==> config.mk <==
export PLATFORM = sky130hd
export DESIGN_NAME = ti_reg_ctrl
export DESIGN_NICKNAME = d
export VERILOG_FILES = /design/src/rtl/ti_reg_ctrl.sv
export SDC_FILE = /design/constraint.sdc
export NUM_CORES = 1
export LEC_CHECK = 0
export ABC_AREA = 1
export CAP_MARGIN = 5
export CORE_MARGIN = 4
export CORE_UTILIZATION = 35
export CTS_CLUSTER_DIAMETER = 120
export CTS_CLUSTER_SIZE = 12
export DETAILED_ROUTE_END_ITERATION = 16
export GPL_TIMING_DRIVEN = 0
export PLACE_DENSITY = 0.63
export SLEW_MARGIN = 30
export SYNTH_ARGS = -nofsm -noshare
export SYNTH_HDL_FRONTEND = slang
export SYNTH_SLANG_ARGS = --single-unit
==> constraint.sdc <==
create_clock -name CLK -period 2 [get_ports CLK]
set_input_delay 0.6 -clock CLK [delete_from_list [all_inputs] [get_ports CLK]]
set_output_delay 0.6 -clock CLK [all_outputs]
set_load 0.005 [all_outputs]
==> src/rtl/ti_reg_ctrl.sv <==
// ti_reg_ctrl: register-write controller for the SN76489-compatible PSG core.
// Accepts host bytes in latch/data format, holds the tone, noise and
// attenuation registers, and emulates the chip's write-busy window.
// Optional feature: define TI_WR_BUF_EN to place a BUF_DEPTH-entry write FIFO
// in front of the decoder (wr_ready then reflects FIFO fullness only).
`timescale 1ns/1ps
module ti_reg_ctrl #(
  parameter int unsigned BUSY_CYCLES = 32,
  parameter int unsigned BUF_DEPTH   = 4
) (
  input  logic       CLK,
  input  logic       RST,
  input  logic       wr_valid,
  input  logic [7:0] wr_data,
  output logic       wr_ready,
  output logic       busy,
  output logic [3:0] vol0,
  output logic [3:0] vol1,
  output logic [3:0] vol2,
  output logic [3:0] vol3,
  output logic [9:0] tone0,
  output logic [9:0] tone1,
  output logic [9:0] tone2,
  output logic [2:0] noise_ctrl,
  output logic       noise_rst
);

  localparam logic       S_IDLE   = 1'b0;
  localparam logic       S_BUSY   = 1'b1;
  localparam logic [7:0] CNT_LOAD = 8'(BUSY_CYCLES - 1);

  if (BUSY_CYCLES < 1 || BUSY_CYCLES > 255) begin : g_bad_busy
    $error("BUSY_CYCLES must be in 1..255");
  end
  if (BUF_DEPTH < 2 || BUF_DEPTH > 16 || (BUF_DEPTH & (BUF_DEPTH - 1)) != 0) begin : g_bad_depth
    $error("BUF_DEPTH must be a power of 2 in 2..16");
  end

  logic             state_q, state_d;
  logic [7:0]       cnt_q, cnt_d;
  logic [3:0][3:0]  vol_q, vol_d;
  logic [2:0][9:0]  tone_q, tone_d;
  logic [2:0]       noise_q, noise_d;
  logic             noise_rst_q, noise_rst_d;
  logic [1:0]       lch_q, lch_d;
  logic             ltype_q, ltype_d;

  logic             apply;
  logic [7:0]       byte_w;
  logic [1:0]       tgt_ch;
  logic             tgt_vol;

`ifdef TI_WR_BUF_EN
  localparam int unsigned PW = (BUF_DEPTH > 1) ? $clog2(BUF_DEPTH) : 1;

  logic [7:0]  buf_q [BUF_DEPTH];
  logic [PW-1:0] wr_ptr_q, rd_ptr_q;
  logic [PW:0] count_q;
  logic        empty, full, push, pop;

  assign empty    = (count_q == '0);
  assign full     = (count_q == (PW+1)'(BUF_DEPTH));
  assign push     = wr_valid && !full;
  assign pop      = (state_q == S_IDLE) && !empty;
  assign wr_ready = !full;
  assign busy     = (state_q == S_BUSY) || !empty;
  assign apply    = pop;
  assign byte_w   = buf_q[rd_ptr_q];

  // FIFO pointers and occupancy; pointers wrap naturally (power-of-2 depth)
  always_ff @(posedge CLK) begin
    if (RST) begin
      wr_ptr_q <= '0;
      rd_ptr_q <= '0;
      count_q  <= '0;
    end else begin
      if (push) wr_ptr_q <= wr_ptr_q + 1'b1;
      if (pop)  rd_ptr_q <= rd_ptr_q + 1'b1;
      count_q <= count_q + (PW+1)'(push) - (PW+1)'(pop);
    end
  end

  // FIFO storage, no reset needed since occupancy gates every read
  always_ff @(posedge CLK) begin
    if (push) buf_q[wr_ptr_q] <= wr_data;
  end
`else
  assign wr_ready = (state_q == S_IDLE);
  assign busy     = (state_q == S_BUSY);
  assign apply    = wr_valid && wr_ready;
  assign byte_w   = wr_data;
`endif

  // Decode the applied byte into register updates and the busy-window FSM
  always_comb begin
    state_d     = state_q;
    cnt_d       = cnt_q;
    vol_d       = vol_q;
    tone_d      = tone_q;
    noise_d     = noise_q;
    noise_rst_d = 1'b0;
    lch_d       = lch_q;
    ltype_d     = ltype_q;
    // A latch byte targets its own channel/type; a data byte reuses the latch
    tgt_ch      = byte_w[7] ? byte_w[6:5] : lch_q;
    tgt_vol     = byte_w[7] ? byte_w[4]   : ltype_q;

    if (apply) begin
      if (byte_w[7]) begin
        lch_d   = byte_w[6:5];
        ltype_d = byte_w[4];
      end
      if (tgt_vol) begin
        vol_d[tgt_ch] = byte_w[3:0];
      end else if (tgt_ch == 2'd3) begin
        noise_d     = byte_w[2:0];
        noise_rst_d = 1'b1;
      end else begin
        for (int unsigned i = 0; i < 3; i++) begin
          if (tgt_ch == 2'(i)) begin
            if (byte_w[7]) tone_d[i][3:0] = byte_w[3:0];
            else           tone_d[i][9:4] = byte_w[5:0];
          end
        end
      end
    end

    case (state_q)
      S_IDLE: begin
        if (apply) begin
          state_d = S_BUSY;
          cnt_d   = CNT_LOAD;
        end
      end
      default: begin
        if (cnt_q == '0) state_d = S_IDLE;
        else             cnt_d   = cnt_q - 1'b1;
      end
    endcase
  end

  // State registers with synchronous reset
  always_ff @(posedge CLK) begin
    if (RST) begin
      state_q     <= S_IDLE;
      cnt_q       <= '0;
      vol_q       <= '1;
      tone_q      <= '0;
      noise_q     <= '0;
      noise_rst_q <= 1'b0;
      lch_q       <= '0;
      ltype_q     <= 1'b0;
    end else begin
      state_q     <= state_d;
      cnt_q       <= cnt_d;
      vol_q       <= vol_d;
      tone_q      <= tone_d;
      noise_q     <= noise_d;
      noise_rst_q <= noise_rst_d;
      lch_q       <= lch_d;
      ltype_q     <= ltype_d;
    end
  end

  assign vol0       = vol_q[0];
  assign vol1       = vol_q[1];
  assign vol2       = vol_q[2];
  assign vol3       = vol_q[3];
  assign tone0      = tone_q[0];
  assign tone1      = tone_q[1];
  assign tone2      = tone_q[2];
  assign noise_ctrl = noise_q;
  assign noise_rst  = noise_rst_q;

endmodule

=== Word level (Yosys, flattened, before mapping) ===
Cells that the tools add are included.

* Flip-flop bits (word level): 62
* Word-level logic and storage cells: 55

* Add/subtract/negate cells: 1
* $lt $le $gt $ge: 2
* Equal/unequal tests: 4
* Muxes and demuxes: 12
* Bitwise operators: 5
* Reduce and logical (&&, ||, !) cells: 15

{| class="wikitable"
|+ Operators by type and width
! cell !! number
|-
| $reduce_and 5->1 || 6
|-
| $mux 8 || 3
|-
| $bwmux 16 || 1
|-
| $demux 4 s2 || 1
|-
| $logic_not 8->1 || 1
|-
| $sub 8x1->8 const B || 1
|-
| $mux 1 || 5
|-
| $not 1->1 || 5
|-
| $eq 2x2->1 const B || 2
|-
| $mux 4 || 1
|-
| $reduce_and 2->1 || 2
|-
| $lt 2x3->1 const B || 1
|-
| $reduce_and 3->1 || 1
|-
| $reduce_or 3->1 || 1
|-
| $eq 2x1->1 const B || 1
|-
| $ge 2x1->1 const B || 1
|-
| $logic_and 1x1->1 || 2
|-
| $logic_not 2->1 || 1
|-
| $mux 2 || 1
|-
| $ne 2x2->1 const B || 1
|-
| $reduce_bool 2->1 || 1
|}

=== Depth between registers and ports, before layout ===
* Depth after elaboration: 6
* Depth in mapped cells: 10
* Depth with buffers taken out: 10

=== Least setup slack after synthesis ===
No wires, ideal clock.

* Kind: input to register
* Start: input wr_data[7]
* End: register vol_q (netlist bit vol3[3])
* Library setup time: 134 ps
* Arrival: 1,351 ps
* Data required time: 1,866 ps
* Slack: 515 ps
* Stages on the path: 8
* Path buffers: 0
* Path through: o21ai_2 -> inv_2 -> nor2_2 -> inv_2 -> nor2_4 -> inv_2 -> nand2_1 -> nand3_1

* Word-level cells in the longest chain between the ends: 6

{| class="wikitable"
|+ Ends and longest elaborated chain
! item !! RTL line !! RTL
|-
| start, declared || 14 || <nowiki>input logic [7:0] wr_data,</nowiki>
|-
| $mux 2 || 105 || <nowiki>tgt_ch = byte_w[7] ? byte_w[6:5] : lch_q;</nowiki>
|-
| $lt 2x3->1 (implied by the code) or $ge 2x1->1 (tied branches) || 114 || <nowiki>vol_d[tgt_ch] = byte_w[3:0];</nowiki>
|-
| $logic_and 1x1->1 (implied by the code) || 114 ||
|-
| $mux 4 (implied by the code) || 114 ||
|-
| $demux 4 s2 || 114 ||
|-
| $bwmux 16 || 114 ||
|-
| end signal, assigned || 156 || <nowiki>vol_q <= vol_d;</nowiki>
|-
| end, declared || 41 || <nowiki>logic [3:0][3:0] vol_q, vol_d;</nowiki>
|}

Several ways; a longest one is shown, not always the timed one.
A chain may end at the register's enable or synchronous reset.

=== Worst setup path in the final report ===
* Start: register state_q, in the netlist busy
* End: output wr_ready

* Word-level cells in the longest chain between the ends: 1

{| class="wikitable"
|+ Ends and longest elaborated chain
! item !! RTL line !! RTL
|-
| start, declared || 39 || <nowiki>logic state_q, state_d;</nowiki>
|-
| start signal, assigned || 154 || <nowiki>state_q <= state_d;</nowiki>
|-
| $not 1->1 || - ||
|-
| end, declared || 15 || <nowiki>output logic wr_ready,</nowiki>
|}

Every way passes these cells.

==> run metrics <==
GPL Wtd Cong=0.846; Mapped Cells=384; core area=7290 sq um; Cell Area, Synth=2650 sq um; Peak VDD IR=0.360 mV; gr busiest metal=met2; Clock Power Share=39.6%; all-layer global routing usage=15.5%; die span in y=95.0 um; Final Net Count=469; Clock Path Buffers=2; Internal=0.00208 W; Worst setup SP type=flip-flop; Hold Crit Depth=2; actual slew at the worst max-slew pin=0.571 ns; GR Util met3=5.52%; Hold Vio Cnt, Final=0; Routed Wire Length=6.45 mm; Cells after DPL=544; internal reg-to-reg setup slack=0.25 ns; synth warn=0; Synth cell types=23; WS Path Type=flip-flop to primary output; Initial Utilization=36.4%; met1 global-route usage=20.8%; fin crit share=96.7%; Reg2Reg Depth=7; initial DRC count=129; Min Clock Period, post-route=1.93 ns; wire per inst=11.5 um; Reg power frac=46.1%; H-tree depth=3; post-synthesis sequential area ratio=46.8%; full die area=9030 sq um; area of the multi-input gates=1160 sq um; synthesis-stage register bit count=62; Net Sw Frac=28.0%; CTS root buffer=clkbuf_8; final worst setup slack=0.0662 ns; GR met2 Demand/Resource=22.3%; Syn Area/Cell=6.90 sq um; initial antenna violation count=0; dpl hpwl=4.62 mm; clock tree from TritonCTS=yes; Area growth, synth to finish=35.7%; via-per-instance ratio=4.41; Seq. cell area=1240 sq um; worst slack, placed=-0.302 ns; Ant. Diodes=0; global-route wire length before repair=10.7 mm; total clock buffers created by CTS=9; clock sink count=62; crit path max fanout=6; Non-Filler Instances=560; # setup viols final=0; DRC violations left=0; Setup Skew=0.0121 ns; grt ovf=0; final slew viol count=0; Layout fillers=790; Die W=95.0 um; Mapped Nets=397; top-level I/O count=63; DRT Pass-1 Iters=4; largest net degree at the start of global routing=13; FMAX=517 MHz; CP Capture Type=primary output; LEAKAGE=1.62 nW; via count=2467; DRT antenna net count=0; Clk Latency, worst-skew pair=0.35 ns; Pwr Density=802 nW/um^2; Port Buffers=61; outcome=finished clean; Core Rows=31; number of global-route vias before repair=2288; layout cell share with drive strength beyond 1=11.3%; sw power=0.000808 W; arrival time at the worst endpoint=1.33 ns; HP Class=flip-flop to flip-flop; CP required=1.40 ns; Reg clk slew, reported paths=0.08 ns; slew margin rel.=61.9%; RSZ-0062 raised after global routing=false; Gate power share=14.3%; MaxCap Viol Count=0
-- sequential cells by signal, summed over array words and instances (netlist names), 2 cells and up --
name        cells
tone2          10
vol1            4
vol2            4
tone1          10
vol0            4
tone0          10
lch_q           2
cnt_q           8
noise_ctrl      3
vol3            4
-- final timing paths --
kind	startpoint	end
min	vol0[3]	vol0[3]
min reg2reg	vol0[3]	vol0[3]
max reg2reg	cnt_q[0]	cnt_q[4]
max	busy	wr_ready
-- critical path, cell delays in order, from the launching register on --
cell             delay (ns)
dfxtp_1                0.36
inv_2                  0.12
clkdlybuf4s50_1        0.51
-- cell usage in the layout (no fill, tap or decap), drive strengths merged --
cell / netlist / routed
nor2: 98 / 98
clkinv: 1 / 2
a211oi: 1 / 1
xor2: 2 / 2
ha: 2 / 2
dlymetal6s2s: 0 / 2
buf: 6 / 6
clkinvlp: 0 / 3
clkdlybuf4s50: 0 / 59
dfxtp: 62 / 62
o21ai: 25 / 25
a21oi: 7 / 7
inv: 50 / 51
o22ai: 1 / 1
bufinv: 0 / 1
clkbuf: 7 / 17
nand3: 23 / 23
nand2: 95 / 95
nand4: 4 / 4
-- through the flow --
step                      cell area (sq um)  setup TNS [ns]  hold slack, ns  total power [W]  utilization [%]
after floorplan                        2650               0           0.448          0.00161                -
after CTS                              3590               0           0.468          0.00291             49.3
final                                  3600               0           0.461          0.00288             49.3
after detailed placement               3390          -13.05           0.449          0.00177             46.4
after global placement                 3390          -12.15           0.449          0.00177             46.4
after global routing                   3600               0           0.494          0.00304             49.3
-- final cells by class --
type | count | share of cell area (%)
clock buffer | 10 | 3.82
multi-input combinational | 258 | 32.2
inverter | 51 | 5.32
buffer | 13 | 1.63
sequential | 62 | 34.5
clock inverter | 6 | 1.95
tap | 99 | 3.44
timing repair buffer | 61 | 17.1
-- power groups by stage --
stage                     sequential (W)  clock [W]  combinational (W)
after detailed placement         0.00136          0           0.000415
final                            0.00133    0.00114           0.000413
after global routing             0.00134    0.00123           0.000474
after floorplan                  0.00135          0           0.000259
after CTS                        0.00133    0.00117           0.000417
after global placement           0.00136          0           0.000412
-- cells by family (layout without fill, tap and decap cells) --
logic type	Yosys count	count (layout)	synth area share, %
AO/OA/AOI/OAI	34	34	6.98
XOR/XNOR	2	2	0.661
adder cells (fa/ha/maj)	2	2	0.944
buffers and inverters	64	141	9.44
flip-flops	62	62	46.8
AND/OR/NAND/NOR	220	220	35.2
-- repair_timing --
action                     4_1_cts  5_1_grt
hold buffers                     0        0
buffers inserted                 0        0
setup endpoints to repair        0       38
gates resized for setup          0        2
-- per-layer routing --
layer	vias up	wire length, um
li1	1317	-
met1	1072	3120
met2	68	2700
met3	10	501
met4	0	124
met5	-	0
-- synth_stat cells, drive strengths merged --
cell,n,area share [%]
inv,50,7.1
a21oi,7,1.3
ha,2,0.94
o22ai,1,0.24
buf,6,1.2
nand3,23,4.3
nor2,98,16
clkbuf,7,0.99
nand2,95,14
xor2,2,0.66
a211oi,1,0.28
o21ai,25,5.1
nand4,4,1.4
clkinv,1,0.14
dfxtp,62,47
No activity file was read; power rests on OpenSTA's default activity.
